### src/rtl/cpu_types_pkg.sv
// Shared CPU type definitions: memory access sizes plus the arbiter's
// state and requester encodings.
package cpu_types;

  // Access size presented to the unified memory.
  typedef enum logic [1:0] {
    MEM_BYTE = 2'd0,
    MEM_HALF = 2'd1,
    MEM_WORD = 2'd2
  } memory_mask_t;

  // Arbiter transaction sequence.
  typedef enum logic [1:0] {
    ARB_IDLE   = 2'd0,
    ARB_ACCESS = 2'd1,
    ARB_WAIT   = 2'd2,
    ARB_RESP   = 2'd3
  } arbiter_state_t;

  // Port that owns (or last owned) the memory.
  typedef enum logic {
    REQ_FETCH = 1'b0,
    REQ_DATA  = 1'b1
  } requester_t;

endpackage

### src/rtl/memory_arbiter.sv
// memory_arbiter: shares one single-port fixed-latency memory between the
// instruction-fetch port and the load/store port. One transaction in flight;
// round-robin on simultaneous requests.
// Ports:
//   clk, rst_n                 clock, synchronous active-low reset
//   if_req/if_addr             fetch request (held until if_gnt)
//   if_gnt/if_rvalid/if_rdata  fetch grant pulse, response pulse, word
//   d_req/d_we/d_addr/d_wdata/d_mask  load/store request (held until d_gnt)
//   d_gnt/d_rvalid/d_rdata     data grant pulse, response/ack pulse, word
//   mem_en/mem_we/mem_addr/mem_wdata/mem_mask  memory request side
//   mem_rdata                  memory read data, LATENCY cycles after mem_en
module memory_arbiter
  import cpu_types::*;
#(
  parameter int unsigned WIDTH   = 32,
  parameter int unsigned LATENCY = 1
) (
  input  logic             clk,
  input  logic             rst_n,
  input  logic             if_req,
  input  logic [WIDTH-1:0] if_addr,
  output logic             if_gnt,
  output logic             if_rvalid,
  output logic [WIDTH-1:0] if_rdata,
  input  logic             d_req,
  input  logic             d_we,
  input  logic [WIDTH-1:0] d_addr,
  input  logic [WIDTH-1:0] d_wdata,
  input  memory_mask_t     d_mask,
  output logic             d_gnt,
  output logic             d_rvalid,
  output logic [WIDTH-1:0] d_rdata,
  output logic             mem_en,
  output logic             mem_we,
  output logic [WIDTH-1:0] mem_addr,
  output logic [WIDTH-1:0] mem_wdata,
  output memory_mask_t     mem_mask,
  input  logic [WIDTH-1:0] mem_rdata
);

  localparam int unsigned CNT_W = (LATENCY < 1) ? 1 : $clog2(LATENCY + 1);

  if (LATENCY < 1) begin : g_latency_check
    $error("memory_arbiter: LATENCY must be at least 1");
  end

  arbiter_state_t   state_q, state_d;
  requester_t       last_grant_q, owner_q, winner;
  logic             grant_valid;
  logic             txn_we_q;
  logic [WIDTH-1:0] txn_addr_q, txn_wdata_q;
  memory_mask_t     txn_mask_q;
  logic [CNT_W-1:0] cnt_q;
  logic [WIDTH-1:0] if_rdata_q, d_rdata_q;

  // Round-robin pick; only meaningful when at least one request is high.
  function automatic requester_t pick(input logic f, input logic d,
                                      input requester_t last);
    if (f && d) return (last == REQ_DATA) ? REQ_FETCH : REQ_DATA;
    else if (d) return REQ_DATA;
    else        return REQ_FETCH;
  endfunction

  // State register.
  always_ff @(posedge clk) begin
    if (!rst_n) state_q <= ARB_IDLE;
    else        state_q <= state_d;
  end

  // Next state, combinational grant and state-decoded strobes.
  always_comb begin
    state_d     = state_q;
    winner      = pick(if_req, d_req, last_grant_q);
    grant_valid = 1'b0;
    if_gnt      = 1'b0;
    d_gnt       = 1'b0;
    mem_en      = 1'b0;
    mem_we      = 1'b0;
    if_rvalid   = 1'b0;
    d_rvalid    = 1'b0;
    case (state_q)
      ARB_IDLE: begin
        if (rst_n && (if_req || d_req)) begin
          grant_valid = 1'b1;
          if_gnt      = (winner == REQ_FETCH);
          d_gnt       = (winner == REQ_DATA);
          state_d     = ARB_ACCESS;
        end
      end
      ARB_ACCESS: begin
        mem_en  = rst_n;
        mem_we  = rst_n && txn_we_q;
        state_d = ARB_WAIT;
      end
      ARB_WAIT: begin
        if (cnt_q == '0) state_d = ARB_RESP;
      end
      ARB_RESP: begin
        if_rvalid = rst_n && (owner_q == REQ_FETCH);
        d_rvalid  = rst_n && (owner_q == REQ_DATA);
        state_d   = ARB_IDLE;
      end
      default: state_d = ARB_IDLE;
    endcase
  end

  // Transaction latch, wait counter and per-port response capture.
  always_ff @(posedge clk) begin
    if (!rst_n) begin
      last_grant_q <= REQ_DATA;
      owner_q      <= REQ_FETCH;
      txn_we_q     <= 1'b0;
      txn_addr_q   <= '0;
      txn_wdata_q  <= '0;
      txn_mask_q   <= MEM_WORD;
      cnt_q        <= '0;
      if_rdata_q   <= '0;
      d_rdata_q    <= '0;
    end else begin
      if (grant_valid) begin
        last_grant_q <= winner;
        owner_q      <= winner;
        if (winner == REQ_DATA) begin
          txn_we_q    <= d_we;
          txn_addr_q  <= d_addr;
          txn_wdata_q <= d_wdata;
          txn_mask_q  <= d_mask;
        end else begin
          // Fetches are always aligned word reads.
          txn_we_q    <= 1'b0;
          txn_addr_q  <= if_addr & ~WIDTH'(3);
          txn_wdata_q <= '0;
          txn_mask_q  <= MEM_WORD;
        end
      end
      if (state_q == ARB_ACCESS) cnt_q <= CNT_W'(LATENCY - 1);
      if (state_q == ARB_WAIT) begin
        if (cnt_q == '0) begin
          if (owner_q == REQ_FETCH) if_rdata_q <= txn_we_q ? '0 : mem_rdata;
          else                      d_rdata_q  <= txn_we_q ? '0 : mem_rdata;
        end else begin
          cnt_q <= cnt_q - CNT_W'(1);
        end
      end
    end
  end

  assign mem_addr  = txn_addr_q;
  assign mem_wdata = txn_wdata_q;
  assign mem_mask  = txn_mask_q;
  assign if_rdata  = if_rdata_q;
  assign d_rdata   = d_rdata_q;

endmodule

### config.mk
export PLATFORM = sky130hd
export DESIGN_NAME = memory_arbiter
export DESIGN_NICKNAME = d
export VERILOG_FILES = /design/src/rtl/cpu_types_pkg.sv /design/src/rtl/memory_arbiter.sv
export SDC_FILE = /design/constraint.sdc
export NUM_CORES = 1
export LEC_CHECK = 0
export CORE_UTILIZATION = 25
export CTS_CLUSTER_SIZE = 20
export DETAILED_ROUTE_END_ITERATION = 7
export PLACE_DENSITY = 0.51
export SYNTH_ARGS = -nofsm -noshare
export SYNTH_HDL_FRONTEND = slang
export SYNTH_SLANG_ARGS = --single-unit
### constraint.sdc
create_clock -name clk -period 1.9 [get_ports clk]
set_input_delay 0.38 -clock clk [delete_from_list [all_inputs] [get_ports clk]]
set_output_delay 0.38 -clock clk [all_outputs]
set_load 0.02 [all_outputs]
### Yosys cells after proc, flatten, opt, wreduce, memory -nomap -nowiden

Cells that the tools add are included.
Widths: inputs -> output; s select.

| operators by class | value |
|---|---|
| add/subtract/negate cells | 1 |
| equality and inequality tests | 5 |
| muxes and demuxes | 24 |
| bitwise operators | 3 |
| reduce and logical (&&, ||, !) cells | 10 |

Operators with widths:

| operator | number |
|---|---|
| $mux 32 | 3 |
| $mux 1 | 17 |
| $pmux 2 s4 | 1 |
| $mux 2 | 3 |
| $reduce_and 3->1 | 2 |
| $logic_and 1x1->1 | 5 |
| $eq 2x2->1 const B | 2 |
| $ne 2x2->1 const B | 2 |
| $not 1->1 | 3 |
| $eq 2x1->1 const B | 1 |
| $logic_not 2->1 | 1 |
| $reduce_and 2->1 | 1 |
| $logic_or 1x1->1 | 1 |
| $sub 1x1->1 const B | 1 |

| storage, ports and cells | value |
|---|---|
| bits in registers | 136 |
| output and inout port bits | 136 |

### Longest topological paths before layout

Gate-level depths: netlist of run 1.

| depth | value |
|---|---|
| word-level depth | 5 |
| gate-level depth with buffers | 7 |
| depth with buffers taken out | 5 |

### Least setup slack after synthesis of run 1

Ideal clock, no wire load.

| timing path | value |
|---|---|
| kind | reg-to-output |
| from | register state_q[0] |
| to | output port if_gnt |
| arrival | 1257 ps |
| data required time | 1520 ps |
| slack | 263 ps |
| stages on the path, launching flop included | 6 |
| buffers on the path | 1 |
| cell sequence | dfxtp_1 > inv_1 > ha_1 > o211ai_2 > clkbuf_1 > nor2_1 |

| on the way | value |
|---|---|
| cells in the longest elaborated chain, start to end | 2 |

Ends and longest elaborated chain:

| element | line | source |
|---|---|---|
| start, declared | memory_arbiter.sv:47 | `arbiter_state_t state_q, state_d;` |
| start signal, assigned | memory_arbiter.sv:67 | `else state_q <= state_d;` |
| $logic_not 2->1 | memory_arbiter.sv:81 | `case (state_q)` |
| $mux 1 | memory_arbiter.sv:81 |  |
| end, declared | memory_arbiter.sv:22 | `output logic if_gnt,` |

Every way passes these cells.

### Final worst setup path of run 1

| timing path | value |
|---|---|
| from | register state_q[0] |
| to | output port d_gnt |

| on the way | value |
|---|---|
| cells in the longest elaborated chain, start to end | 2 |

Ends and longest elaborated chain:

| element | line | source |
|---|---|---|
| $logic_not 2->1 | memory_arbiter.sv:81 |  |
| $mux 1 | memory_arbiter.sv:81 |  |
| end, declared | memory_arbiter.sv:30 | `output logic d_gnt,` |

Every way passes these cells.

==> results.json, run 1 <==
{
  "status": "complete, no violations",
  "nets": 1087,
  "ys_warn_count": 0,
  "dieArea_mm2": 0.0228,
  "grt_pass1_vias": 5353,
  "yosysUniqueCellTypes": 30,
  "hold_viol_final": 0,
  "post-place-ws_ns": -0.504,
  "cp.arrival_ns": 1.48,
  "dpl.hpwl_um": 13100,
  "fp.dieW_um": 151,
  "hold_ws_ns": 0.355,
  "cts_root_buf": "clkbuf_16",
  "grt_use_total_pct": 17.0,
  "hp-class": "primary input to flop",
  "netlist_area_mm2": 0.00555,
  "postLayoutCellArea_mm2": 0.00930,
  "dpl.cell_count": 1206,
  "fin_ws_ns": 0.0431,
  "reg2reg_slack_ns": 0.19,
  "start_util_pct": 25.4,
  "cp-start-kind": "flop",
  "rsz0062_at_grt": "yes",
  "postPlaceCellArea_mm2": 0.00869,
  "core_mm2": 0.0218,
  "drtAntennaViolNets": 0,
  "routabilityCongestion": 0.725,
  "avgSynthCellArea_um2": 8.15,
  "stdcell_count": 1241,
  "cellPowerDensity_mw_per_mm2": 1150,
  "grt_pass1_wl_um": 29700,
  "path_class": "flop to output pin",
  "min_period_ns": 1.86,
  "firstDrtPassIters": 4,
  "cp.required_ns": 1.52,
  "clock_latency_ns": 0.42,
  "tightestPinTransition_ns": 0.409,
  "tns_ns": 0,
  "vias_per_cell": 4.45,
  "ctsHtreeMaxLevel": 4,
  "cts_made_buffers": 17,
  "cts_tree": "yes",
  "grt_start_max_net_pins": 61,
  "clk_pin_slew_worst_paths_ns": 0.05,
  "vias": 5517,
  "gr-total-overflow": 0,
  "cts_buffer_depth": 2,
  "max_freq_mhz": 539,
  "totalPowerFinal_mw": 10.7,
  "cts_hold_buf": 0,
  "die_h_um": 151,
  "p_leak_nw": 3.40,
  "port_buffers": 268,
  "finalSetupViolations": 0,
  "wl_um": 19200,
  "synth_nets": 820,
  "drc": 0,
  "antenna_found_initial": 1,
  "finalClockSkew_ns": 0.0122,
  "area_growth_pct": 67.6,
  "cap_violations": 0,
  "clock_sinks": 136,
  "layout-drive-gt1-share_pct": 9.38,
  "wl_per_cell_um": 15.5,
  "synth_seq_cells": 136,
  "path_max_fanout": 3,
  "finalCritPeriodShare_pct": 97.7,
  "synthCells": 681,
  "max-slew-margin-rel_pct": 72.7,
  "drt_first_iter_violations": 157,
  "rows": 54,
  "worst_setup_path_end_kind": "output pin",
  "fin_util_pct": 42.6,
  "ir_worst_vdd_mv": 0.572,
  "io_pins": 271,
  "slew_violations": 0,
  "ys_seq_area_share_pct": 49.0
}
-- report_power, final --
part           leakage [nW]  switching, mW  internal [mW]  total [mW]
combinational          2.01           2.02           1.77        3.79
sequential             1.11          0.261           3.36        3.62
clock                 0.276           1.35           1.93        3.28
total                  3.40           3.63           7.07        10.7
-- worst max-delay path, stage by stage, from the launching register on --
cell,delay [ns]
dfxtp_2,0.32
inv_2,0.07
ha_4,0.17
buf_6,0.11
o211a_4,0.17
nand2_4,0.06
inv_4,0.06
buf_12,0.11
-- placed cells by master (no fill, tap or decap), types with 2 or more instances in the layout --
master	synthesis	final
clkdlybuf4s50_1	0	259
nand2_1	200	199
dfxtp_1	136	134
a21oi_1	90	90
a21boi_0	83	83
nand3_1	37	37
nor2b_1	32	32
buf_4	5	32
a21boi_1	18	18
clkbuf_16	0	17
buf_12	0	7
clkinv_2	0	4
inv_6	0	4
buf_2	21	4
nor2_1	4	3
clkinvlp_4	0	3
inv_2	0	2
and3_1	2	2
ha_1	4	2
bufinv_16	0	2
dlygate4sd2_1	0	2
dfxtp_2	0	2
-- cell type report --
type / count / area, um^2
inverters: 3 / 13.8
repair buffers: 305 / 3020
multi-input cells: 485 / 2620
fillers: 2295 / 12500
well taps: 280 / 350
clock inverters: 14 / 146
diodes: 1 / 2.50
clock buffers: 17 / 425
flip-flops and latches: 136 / 2730
-- worst paths after layout --
path                                  from                        end  depth (start not counted)
setup reg to reg   state_q[0]$_SDFFE_PN0P_  if_rdata[11]$_SDFFE_PN0P_                          7
setup / recovery   state_q[0]$_SDFFE_PN0P_                      d_gnt                          7
hold reg to reg   d_rdata[30]$_SDFFE_PN0P_   d_rdata[30]$_SDFFE_PN0P_                          2
hold / removal                       rst_n    state_q[0]$_SDFFE_PN0P_                          2
-- sequential cells by signal, summed over array words and instances, names as in the netlist --
name          cells
d_rdata          32
if_rdata         32
mem_addr         32
mem_wdata        32
mem_mask          2
state_q           2
cnt_q             1
last_grant_q      1
owner_q           1
txn_we_q          1
-- synth_stat cells, drive strengths merged --
master	n	area share (%)
nand3	37	3.3
buf	28	2.7
or3b	1	0.16
a21boi	102	14
mux2i	1	0.18
and3	2	0.23
o211ai	1	0.23
o211a	1	0.18
nor4bb	1	0.18
nor2b	32	3.6
nor3b	1	0.23
and2	1	0.11
a22oi	1	0.14
a21oi	90	8.1
nand2	200	14
nand3b	1	0.14
inv	3	0.20
clkbuf	29	2.0
nor3	1	0.090
o221a	1	0.20
nor2	4	0.27
o21ai	1	0.090
and3b	1	0.16
ha	4	0.90
a21bo	1	0.18
dfxtp	136	49
-- timing repair --
| action | in CTS | in global routing |
|---|---|---|
| setup endpoints to repair | 6 | 4 |
| cloned | 0 | 0 |
| gates resized for setup | 34 | 6 |
| buffers inserted | 2 | 1 |
| pin swaps | 1 | 2 |
-- per-layer routing --
layer | global-route usage [%] | part of all wire, %
met5 | 0 | 0
met4 | 4.65 | 0.94
met3 | 7.26 | 9.7
met2 | 25.8 | 44
met1 | 21.7 | 46
-- kinds of logic after synthesis --
| logic type | after synthesis | synth area share, % |
|---|---|---|
| flops | 136 | 49.0 |
| compound gates | 198 | 23.0 |
| simple gates | 282 | 22.0 |
| mux | 1 | 0.180 |
| buf+inv | 60 | 4.87 |
| fa+ha+maj | 4 | 0.902 |
Note: power is estimated with default switching activity, not from simulation.
==> inputs of run 2 (changes only) <==
--- a/config.mk
+++ b/config.mk
@@ -5,6 +5,7 @@
 export SDC_FILE = /design/constraint.sdc
 export NUM_CORES = 1
 export LEC_CHECK = 0
+export CORE_MARGIN = 4
 export CORE_UTILIZATION = 25
 export CTS_CLUSTER_SIZE = 20
 export DETAILED_ROUTE_END_ITERATION = 7
==> results.json, run 2 (synthesis results as in run 1) <==
{
  "status": "complete, no violations",
  "tns_ns": 0,
  "routabilityCongestion": 0.750,
  "final_common_cell": "clkdlybuf4s50_1",
  "cp.required_ns": 1.52,
  "antenna_found_initial": 0,
  "clk_pin_slew_worst_paths_ns": 0.06,
  "path_max_fanout": 3,
  "p_leak_nw": 3.39,
  "vias": 5545,
  "finalClockSkew_ns": 0.0123,
  "postLayoutCellArea_mm2": 0.00932,
  "layout_common_cells": "260 x clkdlybuf4s50_1, 200 x nand2_1, 135 x dfxtp_1",
  "rsz0062_at_grt": "no",
  "max-slew-margin-rel_pct": 66.2,
  "cp-start-kind": "flop",
  "vias_per_cell": 4.45,
  "hold_start": "if_rdata[4]$_SDFFE_PN0P_",
  "wl_per_cell_um": 16.0,
  "cts_buffer_depth": 2,
  "io_pins": 271,
  "worstReg2RegStart": "state_q[0]$_SDFFE_PN0P_",
  "post-place-ws_ns": -0.402,
  "rows": 54,
  "cellPowerDensity_mw_per_mm2": 1130,
  "cp.arrival_ns": 1.46,
  "grt_use_met2_pct": 24.8,
  "finalSetupViolations": 0,
  "worst_setup_path_end_kind": "output pin",
  "area_growth_pct": 67.9,
  "clock_sinks": 136,
  "hold_viol_final": 0,
  "start_util_pct": 25.4,
  "cap_violations": 0,
  "nets": 1091,
  "drc": 0,
  "cts_root_buf": "clkbuf_16",
  "drt_first_iter_violations": 251,
  "slew_violations": 0,
  "postPlaceCellArea_mm2": 0.00870,
  "top_usage_layer": "met2",
  "grt_pass1_wl_um": 30800,
  "hp-class": "flop to flop",
  "ir_worst_vdd_mv": 0.648,
  "cts_hold_buf": 0,
  "layout-drive-gt1-share_pct": 9.22,
  "tightestPinTransition_ns": 0.507,
  "grt_use_total_pct": 15.8,
  "die_h_um": 157,
  "firstDrtPassIters": 5,
  "cts_tree": "yes",
  "ctsHtreeMaxLevel": 4,
  "gr-total-overflow": 0,
  "wl_um": 19900,
  "dieArea_mm2": 0.0247,
  "fp.dieW_um": 157,
  "grt_start_max_net_pins": 52,
  "hold_ws_ns": 0.455,
  "finalCritPeriodShare_pct": 96.9,
  "met3_usage_pct": 6.93,
  "use_met1_pct": 19.7,
  "fin_ws_ns": 0.0580,
  "antennaDiodeCount": 0,
  "totalPowerFinal_mw": 10.5,
  "setup.worst_path.start": "state_q[1]$_SDFFE_PN0P_",
  "min_period_ns": 1.84,
  "port_buffers": 268,
  "grt_pass1_vias": 5627,
  "path_class": "flop to output pin",
  "dpl.hpwl_um": 13600,
  "max_freq_mhz": 543,
  "core_mm2": 0.0218,
  "drtAntennaViolNets": 0,
  "cts_made_buffers": 17,
  "clock_latency_ns": 0.42
}
[run 2: changes by cell type in the layout (fill, tap and decap cells not counted), sizes merged, moves of 2 or more]
cell      before  now
clkinvlp       3    6
buf           44   47
bufinv         2    0
clkbuf        17   19
[run 2: path summary, 6_finish.rpt]
path,depth (start not counted),endpoint,slack (ns)
setup / recovery,5,mem_we,0.06
hold / removal,2,if_rdata[4]$_SDFFE_PN0P_,0.46
setup reg to reg,7,if_rdata[17]$_SDFFE_PN0P_,0.21
hold reg to reg,2,if_rdata[4]$_SDFFE_PN0P_,0.46
[run 2: through the flow]
stage	instances	util, %
after floorplan	681	-
after global placement	1206	39.9
after detailed placement	1206	39.9
after CTS	1242	42.6
after global routing	1245	42.7
final	1245	42.7
[run 2: worst max-delay path, stage by stage (launching register included)]
cell	delay [ns]
dfxtp_2	0.33
inv_2	0.05
buf_4	0.12
ha_1	0.20
and3_1	0.18
buf_2	0.17
[run 2: final cells by class]
cell class,count,area (um^2)
Fill cell,2232,12500
Timing Repair Buffer,309,3100
Sequential cell,136,2720
Multi-Input combinational cell,485,2600
Clock buffer,19,433
Tap cell,280,350
Clock inverter,13,98.8
Inverter,3,11.3
[run 2: power breakdown]
part	internal (mW)	total, mW	switching [mW]
Sequential	3.36	3.62	0.257
Combinational	1.85	3.89	2.04
Clock	1.68	3.04	1.36
Total	6.89	10.5	3.66
[run 2: per-layer routing]
metal  share of wire [%]  routed length [um]
met5                   0                   0
met4                0.84                 167
met3                  11                2200
met2                  44                8690
met1                  44                8820
[run 2: timing repair]
action | CTS | global route
pin swaps | 2 | 0
endpoints found under the setup margin | 6 | 3
setup buffers | 3 | 3
cloned | 1 | 0
resized for setup | 30 | 4
